==> src/rtl/ps2_rx_fifo_if.sv <==
`default_nettype none
// ============================================================================
// Module      : ps2_rx_fifo_if
// Description : Valid/ready handshake carrying decoded PS/2 scan codes from
//               the receiver FIFO head to a consumer.
//               master : receiver side (drives valid/code/flags)
//               slave  : consumer side (drives ready)
// Signals     : out_valid   head entry present
//               out_ready   consumer accepts head this cycle
//               out_code    8-bit scan code
//               out_ext     code was preceded by E0
//               out_release code was preceded by F0
// Revision    : 1.0  initial release
// ============================================================================
interface ps2_rx_fifo_if;
  logic       out_valid;
  logic       out_ready;
  logic [7:0] out_code;
  logic       out_ext;
  logic       out_release;

  modport master (
    output out_valid,
    output out_code,
    output out_ext,
    output out_release,
    input  out_ready
  );

  modport slave (
    input  out_valid,
    input  out_code,
    input  out_ext,
    input  out_release,
    output out_ready
  );
endinterface
`default_nettype wire

==> src/rtl/ps2_rx_fifo.sv <==
`default_nettype none
// ============================================================================
// Module      : ps2_rx_fifo
// Description : PS/2 keyboard receiver. Synchronises and glitch-filters the
//               kb_clk/data lines, deframes 11-bit frames (start, 8 data LSB
//               first, odd parity, stop), folds E0/F0 prefixes into flags on
//               the next code and buffers results in a first-word
//               fall-through FIFO popped through a valid/ready handshake.
// Option      : define KB_RX_TIMEOUT_EN to enable the mid-frame watchdog
//               (TIMEOUT_CYC cycles without a falling edge aborts the frame).
// Ports       : clk, rst        system clock, synchronous active-high reset
//               kb_clk, data    asynchronous PS/2 lines
//               out_if          handshake (master): valid/ready/code/ext/release
//               fifo_count      entries stored
//               parity_err      1-cycle pulse, parity check failed
//               frame_err       1-cycle pulse, bad stop bit or timeout
//               overflow        1-cycle pulse, decoded code dropped (FIFO full)
// Revision    : 1.0  initial release
// ============================================================================
module ps2_rx_fifo #(
  parameter int SYNC_STAGES = 3,
  parameter int FILTER_LEN  = 4,
  parameter int DEPTH       = 8,
  parameter int TIMEOUT_CYC = 50000
) (
  input  logic                       clk,
  input  logic                       rst,
  input  logic                       kb_clk,
  input  logic                       data,
  ps2_rx_fifo_if.master              out_if,
  output logic [$clog2(DEPTH+1)-1:0] fifo_count,
  output logic                       parity_err,
  output logic                       frame_err,
  output logic                       overflow
);

  localparam int c_FILT_W = (FILTER_LEN > 1) ? $clog2(FILTER_LEN) : 1;
  localparam int c_PTR_W  = $clog2(DEPTH);
  localparam int c_CNT_W  = $clog2(DEPTH + 1);

  // --------------------------------------------------------------------------
  // Input synchronisers (reset to idle-high line level)
  // --------------------------------------------------------------------------
  logic [SYNC_STAGES-1:0] r_kb_sync;
  logic [SYNC_STAGES-1:0] r_data_sync;
  logic                   w_kb_s;
  logic                   w_data_s;

  always_ff @(posedge clk) begin
    if (rst) begin
      r_kb_sync   <= '1;
      r_data_sync <= '1;
    end else begin
      r_kb_sync   <= {r_kb_sync[SYNC_STAGES-2:0], kb_clk};
      r_data_sync <= {r_data_sync[SYNC_STAGES-2:0], data};
    end
  end

  assign w_kb_s   = r_kb_sync[SYNC_STAGES-1];
  assign w_data_s = r_data_sync[SYNC_STAGES-1];

  // --------------------------------------------------------------------------
  // Clock glitch filter: the filtered level only follows the synced line after
  // FILTER_LEN consecutive disagreeing cycles; any agreement restarts the count.
  // --------------------------------------------------------------------------
  logic                r_filt;
  logic                r_filt_d;
  logic [c_FILT_W-1:0] r_filt_cnt;
  logic                w_fall;

  always_ff @(posedge clk) begin
    if (rst) begin
      r_filt     <= 1'b1;
      r_filt_d   <= 1'b1;
      r_filt_cnt <= '0;
    end else begin
      r_filt_d <= r_filt;
      if (w_kb_s != r_filt) begin
        if (r_filt_cnt == c_FILT_W'(FILTER_LEN - 1)) begin
          r_filt     <= w_kb_s;
          r_filt_cnt <= '0;
        end else begin
          r_filt_cnt <= r_filt_cnt + c_FILT_W'(1);
        end
      end else begin
        r_filt_cnt <= '0;
      end
    end
  end

  assign w_fall = r_filt_d & ~r_filt;

  // --------------------------------------------------------------------------
  // Frame receiver state machine
  // --------------------------------------------------------------------------
  typedef enum logic [1:0] {
    S_IDLE   = 2'd0,
    S_DATA   = 2'd1,
    S_PARITY = 2'd2,
    S_STOP   = 2'd3
  } state_t;

  state_t     r_state;
  logic [2:0] r_bit_cnt;
  logic [7:0] r_shr;
  logic       r_par_ok;
  logic       r_ext_pend;
  logic       r_rel_pend;
  logic       r_parity_err;
  logic       r_frame_err;
  logic       w_timeout;
  logic       w_is_e0;
  logic       w_is_f0;
  logic       w_push;
  logic [9:0] w_push_data;

  assign w_is_e0     = (r_shr == 8'hE0);
  assign w_is_f0     = (r_shr == 8'hF0);
  // A clean stop edge on an ordinary code is what feeds the FIFO; prefixes
  // only update the pending flags.
  assign w_push      = w_fall & ~w_timeout & (r_state == S_STOP) & w_data_s &
                       r_par_ok & ~w_is_e0 & ~w_is_f0;
  assign w_push_data = {r_ext_pend, r_rel_pend, r_shr};

  always_ff @(posedge clk) begin
    if (rst) begin
      r_state      <= S_IDLE;
      r_bit_cnt    <= 3'd0;
      r_shr        <= 8'h00;
      r_par_ok     <= 1'b0;
      r_ext_pend   <= 1'b0;
      r_rel_pend   <= 1'b0;
      r_parity_err <= 1'b0;
      r_frame_err  <= 1'b0;
    end else begin
      r_parity_err <= 1'b0;
      r_frame_err  <= 1'b0;
      if (w_timeout) begin
        r_state     <= S_IDLE;
        r_frame_err <= 1'b1;
        r_ext_pend  <= 1'b0;
        r_rel_pend  <= 1'b0;
      end else if (w_fall) begin
        case (r_state)
          S_IDLE: begin
            // A high data line on a falling edge is not a start bit.
            if (!w_data_s) begin
              r_state   <= S_DATA;
              r_bit_cnt <= 3'd0;
            end
          end
          S_DATA: begin
            r_shr     <= {w_data_s, r_shr[7:1]};
            r_bit_cnt <= r_bit_cnt + 3'd1;
            if (r_bit_cnt == 3'd7) begin
              r_state <= S_PARITY;
            end
          end
          S_PARITY: begin
            r_par_ok <= ^{r_shr, w_data_s};
            r_state  <= S_STOP;
          end
          S_STOP: begin
            r_state <= S_IDLE;
            if (!w_data_s) begin
              r_frame_err <= 1'b1;
              r_ext_pend  <= 1'b0;
              r_rel_pend  <= 1'b0;
            end else if (!r_par_ok) begin
              r_parity_err <= 1'b1;
              r_ext_pend   <= 1'b0;
              r_rel_pend   <= 1'b0;
            end else if (w_is_e0) begin
              r_ext_pend <= 1'b1;
            end else if (w_is_f0) begin
              r_rel_pend <= 1'b1;
            end else begin
              r_ext_pend <= 1'b0;
              r_rel_pend <= 1'b0;
            end
          end
          default: r_state <= S_IDLE;
        endcase
      end
    end
  end

`ifdef KB_RX_TIMEOUT_EN
  // --------------------------------------------------------------------------
  // Mid-frame watchdog: counts cycles since the last falling edge while a
  // frame is in progress.
  // --------------------------------------------------------------------------
  localparam int c_WD_W = $clog2(TIMEOUT_CYC + 1);
  logic [c_WD_W-1:0] r_wd;

  always_ff @(posedge clk) begin
    if (rst || (r_state == S_IDLE) || w_fall || w_timeout) begin
      r_wd <= '0;
    end else begin
      r_wd <= r_wd + c_WD_W'(1);
    end
  end

  assign w_timeout = (r_wd == c_WD_W'(TIMEOUT_CYC));
`else
  // Watchdog compiled out; the expression is constant false and only keeps
  // the shared parameter list referenced.
  assign w_timeout = (TIMEOUT_CYC < 0);
`endif

  // --------------------------------------------------------------------------
  // First-word fall-through FIFO
  // --------------------------------------------------------------------------
  logic [9:0]         r_mem [DEPTH];
  logic [c_PTR_W-1:0] r_wr_ptr;
  logic [c_PTR_W-1:0] r_rd_ptr;
  logic [c_CNT_W-1:0] r_count;
  logic               r_overflow;
  logic               w_valid;
  logic               w_full;
  logic               w_pop;
  logic               w_wr;

  assign w_valid = (r_count != '0);
  assign w_full  = (r_count == c_CNT_W'(DEPTH));
  assign w_pop   = w_valid & out_if.out_ready;
  // When full, the write slot is only free if the head leaves this cycle.
  assign w_wr    = w_push & (~w_full | w_pop);

  always_ff @(posedge clk) begin
    if (w_wr) begin
      r_mem[r_wr_ptr] <= w_push_data;
    end
  end

  always_ff @(posedge clk) begin
    if (rst) begin
      r_wr_ptr   <= '0;
      r_rd_ptr   <= '0;
      r_count    <= '0;
      r_overflow <= 1'b0;
    end else begin
      r_overflow <= w_push & w_full & ~w_pop;
      if (w_wr) begin
        r_wr_ptr <= r_wr_ptr + c_PTR_W'(1);
      end
      if (w_pop) begin
        r_rd_ptr <= r_rd_ptr + c_PTR_W'(1);
      end
      case ({w_wr, w_pop})
        2'b10:   r_count <= r_count + c_CNT_W'(1);
        2'b01:   r_count <= r_count - c_CNT_W'(1);
        default: r_count <= r_count;
      endcase
    end
  end

  // Head fields read as zero while empty so outputs are defined from reset.
  assign out_if.out_valid = w_valid;
  assign {out_if.out_ext, out_if.out_release, out_if.out_code} =
      w_valid ? r_mem[r_rd_ptr] : 10'd0;

  assign fifo_count = r_count;
  assign parity_err = r_parity_err;
  assign frame_err  = r_frame_err;
  assign overflow   = r_overflow;

endmodule
`default_nettype wire
==> src/flat_wrapper.sv <==
// flat-port wrapper written by rule: the top's interface ports become plain ports
module ps2_rx_fifo_flat 
#(
  parameter int SYNC_STAGES = 3,
  parameter int FILTER_LEN  = 4,
  parameter int DEPTH       = 8,
  parameter int TIMEOUT_CYC = 50000
)
  (clk, rst, kb_clk, data, fifo_count, parity_err, frame_err, overflow, out_if_out_valid, out_if_out_code, out_if_out_ext, out_if_out_release, out_if_out_ready);
  ps2_rx_fifo_if out_if_i ();
  input  logic clk;
  input  logic rst;
  input  logic kb_clk;
  input  logic data;
  output logic [$clog2(DEPTH+1)-1:0] fifo_count;
  output logic parity_err;
  output logic frame_err;
  output logic overflow;
  output wire logic [$bits(out_if_i.out_valid)-1:0] out_if_out_valid;
  output wire logic [$bits(out_if_i.out_code)-1:0] out_if_out_code;
  output wire logic [$bits(out_if_i.out_ext)-1:0] out_if_out_ext;
  output wire logic [$bits(out_if_i.out_release)-1:0] out_if_out_release;
  input wire logic [$bits(out_if_i.out_ready)-1:0] out_if_out_ready;
  assign out_if_out_valid = out_if_i.out_valid;
  assign out_if_out_code = out_if_i.out_code;
  assign out_if_out_ext = out_if_i.out_ext;
  assign out_if_out_release = out_if_i.out_release;
  assign out_if_i.out_ready = out_if_out_ready;
  ps2_rx_fifo #(.SYNC_STAGES(SYNC_STAGES), .FILTER_LEN(FILTER_LEN), .DEPTH(DEPTH), .TIMEOUT_CYC(TIMEOUT_CYC)) u_core (.clk(clk), .rst(rst), .kb_clk(kb_clk), .data(data), .out_if(out_if_i), .fifo_count(fifo_count), .parity_err(parity_err), .frame_err(frame_err), .overflow(overflow));
endmodule
==> config.mk <==
export PLATFORM = sky130hd
export DESIGN_NAME = ps2_rx_fifo_flat
export DESIGN_NICKNAME = d
export VERILOG_FILES = /design/src/rtl/ps2_rx_fifo_if.sv /design/src/rtl/ps2_rx_fifo.sv /design/src/flat_wrapper.sv
export SDC_FILE = /design/constraint.sdc
export NUM_CORES = 1
export LEC_CHECK = 0
export CAP_MARGIN = 20
export CELL_PAD_IN_SITES_DETAIL_PLACEMENT = 1
export CELL_PAD_IN_SITES_GLOBAL_PLACEMENT = 1
export CORE_UTILIZATION = 45
export CTS_CLUSTER_SIZE = 40
export DETAILED_ROUTE_END_ITERATION = 8
export GPL_TIMING_DRIVEN = 0
export PLACE_DENSITY_LB_ADDON = 0.2
export SLEW_MARGIN = 10
export SYNTH_ARGS = -nofsm -noshare
export SYNTH_HDL_FRONTEND = slang
export SYNTH_SLANG_ARGS = --single-unit
==> constraint.sdc <==
create_clock -name clk -period 6.1 [get_ports clk]
set_clock_uncertainty 0.1 [all_clocks]
set_input_delay 1.22 -clock clk [delete_from_list [all_inputs] [get_ports clk]]
set_output_delay 1.22 -clock clk [all_outputs]
set_load 0.005 [all_outputs]
==> results of run 1 <==
[power groups by stage]
stage	clock [µW]	combinational [µW]	sequential, µW
after floorplan	0	225	918
after global placement	0	364	921
after detailed placement	0	371	923
after CTS	989	377	905
after global routing	1020	405	908
final	970	368	905
[metrics by stage]
step / cell area, µm² / power [µW]
floorplan: 4950 / 1140
global placement: 5340 / 1290
detailed placement: 5440 / 1290
CTS: 6020 / 2270
global route: 6030 / 2330
finish: 6030 / 2240
[cells by family after synthesis]
logic type      after synthesis  synth area share (%)
flops                       122                  65.5
simple gates                 94                  10.3
fa+ha+maj                    12                  3.03
compound gates               30                  4.10
mux                          40                  13.1
buf+inv                      19                  1.52
xor+xnor                     12                  2.40
[placed cells by master (no fill, tap or decap), drive strengths merged, types with 2 or more instances in the layout]
master | Yosys | routed
edfxtp | 80 | 80
dfxtp | 42 | 42
nor2 | 34 | 34
clkbuf | 9 | 26
clkdlybuf4s50 | 0 | 22
mux4 | 20 | 20
mux2i | 20 | 20
ha | 12 | 12
buf | 4 | 12
inv | 6 | 11
a21oi | 10 | 10
nand2 | 10 | 10
nor3 | 8 | 8
or2 | 7 | 7
xor2 | 6 | 6
nand3 | 6 | 6
nand3b | 6 | 6
xnor2 | 5 | 5
a31oi | 4 | 4
o21ai | 4 | 4
nand2b | 4 | 4
or3 | 4 | 4
clkinvlp | 0 | 4
nor4b | 4 | 4
clkinv | 0 | 4
nor2b | 3 | 3
nor4 | 3 | 3
nor3b | 2 | 2
o211ai | 2 | 2
a32oi | 2 | 2
a211o | 2 | 2
bufinv | 0 | 2
a31o | 2 | 2
[worst paths after layout]
path / depth (start not counted) / endpoint
worst min-delay path: 1 / u_core.r_kb_sync[1]
worst max-delay path: 5 / out_if_out_code[5]
worst min register to register: 1 / u_core.r_kb_sync[1]
worst max register to register: 10 / u_core.fifo_count[2]
[metal layers]
layer	track usage [%]	routed length, µm	vias to the layer above
met2	36.8	5810	59
met5	0	0	-
met3	4.38	263	8
met1	24.1	4530	1482
met4	7.34	77	0
li1	-	-	1356
[layout make-up]
class                   count  share of cell area (%)
flip-flops and latches    122                    53.7
multi-input cells         188                    27.7
clock buffers              17                    6.86
repair buffers             30                    4.89
well taps                 136                    2.82
clock inverters            15                    2.76
plain buffers              13                   0.871
inverters                   6                   0.373
[worst max-delay path, cell delays in order, from the launching register on]
cell and delay [ns]:
dfxtp_1 0.34, clkbuf_1 0.62, mux4_2 0.42, mux2i_1 0.17, nor2_1 0.08, clkdlybuf4s50_1 0.51
[registers in the layout, indices dropped and copies added, names as in the netlist, named ones only]
register / count
u_core.r_mem: 80
u_core.r_shr: 8
u_core.fifo_count: 4
u_core.r_bit_cnt: 3
u_core.r_data_sync: 3
u_core.r_kb_sync: 3
u_core.r_rd_ptr: 3
u_core.r_wr_ptr: 3
u_core.r_filt_cnt: 2
u_core.r_state: 2
u_core.frame_err: 1
u_core.overflow: 1
u_core.parity_err: 1
u_core.r_ext_pend: 1
u_core.r_filt: 1
u_core.r_filt_d: 1
u_core.r_par_ok: 1
u_core.r_rel_pend: 1
==> flow_summary.toml, run 1 <==
[timing]
max_slew_margin_pct = 37.5
tns_ns = 0
setup_ws_ns = 2.13
fin_crit_sh_pct = 65.2
rsz0062_at_grt = "false"
timing.fmax_mhz = 252
tightestPinTransition_ns = 0.937
finalHoldViolations = 0
setup_viol = 0
holdWs_ns = 0.316
min_period_ns = 3.97
slew_violations = 0

[pwr]
sw_frac_of_total_pct = 25.6
p_comb_share_pct = 16.4
vdd_drop_max_v = 0.000187
p_int_uw = 1670
p_seq_share_pct = 40.3
p_leak_uw = 0.00210
power.share.clock_pct = 43.2
p_switching_uw = 574
powerDensity_mw_per_mm2 = 372

[synth]
syn_nets = 346
yosysMostFrequentCell = "edfxtp_1"
synth_area_leaders = "edfxtp_1 49%, dfxtp_1 17%, mux4_2 9.1%"
synth.yosys.warnings = 0
synth-main-ff-cell = "edfxtp_1"
postSynthCellCount = 329
synth_top_area_share_pct = 48.5
seq_area_frac_synth_pct = 65.5
syn_area_mm2 = 0.00495
yosys.cell_types.count = 43
synth.avg_cell_area_um2 = 15.0
synthArstFlopShare_pct = 0
ys_seq_elements = 122
synth_common_cells = "80 x edfxtp_1, 42 x dfxtp_1, 34 x nor2_1"
synth_edf_count = 80
yosysTopAreaCell = "edfxtp_1"

[detailed_routing]
viasPerCell = 5.51
wire_per_inst_um = 20.3
ant_nets = 0
drc = 0
vias = 2905
drtPass1Iterations = 4
drt-total-wl_um = 10700
drt_iter0_drc = 144

[cells_and_area]
ff_latch_area_mm2 = 0.00324
nets = 395
final_cells = 527
multiInputGateArea_mm2 = 0.00167
num-fill-cells = 987
syn_to_final_growth_pct = 21.9
antennaDiodeCount = 0
drive_gt1_share_pct = 20.7
final_core_util_pct = 57.4

[run]
drv_cap = 0

[floorplanning]
initial_core_util_pct = 47.1
die_y_um = 107
ios = 23
die_area_mm2 = 0.0114
fp.dieW_um = 107
rows = 37
core_area_mm2 = 0.0105

[clock_tree]
cts_sinks = 122
root_buffer = "clkbuf_8"
hold_buffers = 0
cts_resized = 0
insertion_delay_ns = 0.51
clk_path_buf_depth = 2
clk_pin_slew_ns = 0.06
cts_tree = "yes"
cts_buffers = 17
cts_htree_levels = 4
cts_setup_buffers = 0

[global_routing]
grt_pass1_wl_um = 16800
grt_pass1_vias = 3067
grt.total_usage_pct = 20.5
antenna_found_initial = 0
grt_max_degree = 17
grt-ovfl-total = 0

[hold_path]
min-delay-start = "u_core.r_kb_sync[0]"
hold_class = "reg2reg"

[place]
pre_cts_ws_ns = 2.18
gp_congestion = 0.718
hpwl_um = 6900
dpl.cell_count = 494
io_buffers = 22

[critical_path]
critPathLaunchType = "register"
worstPathArrival_ns = 2.65
worstPathMaxFanout = 10
cp-end-kind = "output pin"
worstReg2RegStart = "u_core.r_shr[7]"
r2r_slack_ns = 3.11
cp.required_ns = 4.78
worstSetupPathType = "reg2out"

[status]
outcome = "completed"
Power figures use the tool's default switching activity.
==> run 2: changes to the inputs <==
- clock period: 6.1 -> 3.6 ns (I/O delays scaled with it)
==> results of run 2 <==
The final DEF is identical to that of run 1. Status: completed.
Main changes from that run: setup slack after placement 2.18 ns -> 0.176 ns; setup slack after layout 2.13 ns -> 0.125 ns; register-to-register setup slack 3.11 ns -> 0.61 ns; total power 2240 µW -> 3800 µW; worst IR drop on VDD 0.000187 V -> 0.000318 V
==> run 3: changes to the inputs <==
- CORE_UTILIZATION: 45 -> 50
- clock period: 3.6 -> 3.3 ns (I/O delays scaled with it)
==> run 3 against run 2 <==
Net effect:
- total power is 8.3% higher
- sequential share of layout area increased by 0.13 points
- core utilization is 6.5 points higher
- clock-buffer cell count rose by 3
- critical path depth stayed put
- via count down 0.38%
- worst setup slack lost 0.051 ns
- combinational power increased by 12%
- wire length increased by 2.8%
- sequential power grew 9.8%
==> flow_summary.toml, run 3 (same netlist as run 1, synthesis figures left out) <==
[critical_path]
crit_path_top_delay_cell = "mux4_2"
worstSetupPathType = "reg2out"
cp.required_ns = 2.54
worstReg2RegStart = "u_core.r_shr[7]"
r2r_end = "u_core.fifo_count[2]"
slowest_delay_ns = 0.53
ff2ff_path_depth = 10
worstPathMaxFanout = 10
worstPathArrival_ns = 2.47
critPathLaunchType = "register"
worst-path-buf-inv = 2
endpoint = "out_if_out_code[7]"
cp_num_cells = 5
crit_family = "multiplexers"
crit_chain = "buf_6, mux4_2, mux2i_1, nor2_1, clkdlybuf4s50_1"
cp-end-kind = "output pin"
r2r_slack_ns = 0.35

[run]
drv_cap = 0

[detailed_routing]
ant_nets = 0
drc = 0
viasPerCell = 5.58
vias = 2894
drt_iter0_drc = 132
drt-total-wl_um = 11000
drtPass1Iterations = 4
wire_per_inst_um = 21.2

[cells_and_area]
final_area_mm2 = 0.00602
syn_to_final_growth_pct = 21.7
largest_register_ffs = 80
final_common_cell = "edfxtp_1"
nets = 394
antennaDiodeCount = 0
drive_gt1_share_pct = 21.8
final_cell_mix = "80 x edfxtp_1, 41 x dfxtp_1, 34 x nor2_1"
top_register = "u_core.r_mem"

[global_routing]
grt_pass1_vias = 3182
grt.total_usage_pct = 24.1
grt_pass1_wl_um = 17500
antenna_found_initial = 0
grt-ovfl-total = 0
grt_max_degree = 17

[timing]
slew_violations = 0
tns_ns = 0
finalHoldViolations = 0
tightestPinTransition_ns = 0.832
holdWs_ns = 0.312
timing.fmax_mhz = 310
setup_viol = 0
fin_crit_sh_pct = 97.7
min_period_ns = 3.23
max_slew_margin_pct = 44.1

[pwr]
vdd_drop_max_v = 0.000373
powerDensity_mw_per_mm2 = 684
p_leak_uw = 0.00211

[place]
io_buffers = 22
dpl_cell_area_mm2 = 0.00543
gp_congestion = 0.771
hpwl_um = 7270

[clock_tree]
cts_buffers = 17
cts_htree_levels = 4
cts_sinks = 122
cts_tree = "yes"
cts_setup_buffers = 0
hold_buffers = 0
clk_path_buf_depth = 2
insertion_delay_ns = 0.51
root_buffer = "clkbuf_8"
clk_pin_slew_ns = 0.06

[hold_path]
hold_class = "reg2reg"

[floorplanning]
initial_core_util_pct = 52.6
die_y_um = 101
die_area_mm2 = 0.0103
core_area_mm2 = 0.00942
rows = 35
ios = 23
fp.dieW_um = 101

[status]
outcome = "completed"
run 3: cell type report:
| type | count | area (µm²) |
|---|---|---|
| Fill cell | 882 | 3390 |
| Sequential cell | 122 | 3240 |
| Multi-Input combinational cell | 188 | 1670 |
| Clock buffer | 20 | 435 |
| Clock inverter | 12 | 125 |
| Timing Repair Buffer | 30 | 295 |
| Inverter | 6 | 22.5 |
| Buffer | 12 | 65.1 |
| Tap cell | 129 | 161 |
run 3: per-stage QoR:
step | util, % | std cells | power, µW | setup WS [ns]
6_report | 64.0 | 519 | 4120 | 0.0743
5_1_grt | 64.0 | 519 | 4270 | -0.0228
4_1_cts | 63.8 | 519 | 4140 | 0.0311
3_5_place_dp | 57.7 | 487 | 2390 | -0.0999
3_3_place_gp | 56.6 | 480 | 2370 | -1.03
2_1_floorplan | - | 329 | 2110 | 0.469
run 3: layer usage:
layer / routed length, µm / up-vias / GRT usage (%)
li1: - / 1346 / -
met1: 4750 / 1501 / 29.5
met2: 5950 / 39 / 42.6
met3: 201 / 8 / 5.52
met4: 86 / 0 / 7.47
met5: 0 / - / 0
run 3: timing repair:
item | CTS | global route
gates cloned | 0 | 0
endpoints found under the setup margin | 8 | 3
resized for setup | 5 | 4
run 3: worst min path at each step:
stage / start / to / slack [ns] / cells after the start
floorplan: u_core.r_data_sync[0] / u_core.r_data_sync[1] / 0.29 / 1
global placement: u_core.r_data_sync[1] / u_core.r_data_sync[2] / 0.29 / 1
detailed placement: u_core.r_kb_sync[0] / u_core.r_kb_sync[1] / 0.30 / 1
CTS: u_core.r_kb_sync[0] / u_core.r_kb_sync[1] / 0.31 / 1
global route: u_core.r_kb_sync[0] / u_core.r_kb_sync[1] / 0.32 / 1
finish: u_core.r_kb_sync[0] / u_core.r_kb_sync[1] / 0.31 / 1
run 3: where the power goes:
part / switching, µW / total, µW / internal (µW)
Sequential: 43.2 / 1680 / 1640
Combinational: 319 / 701 / 381
Clock: 649 / 1740 / 1090
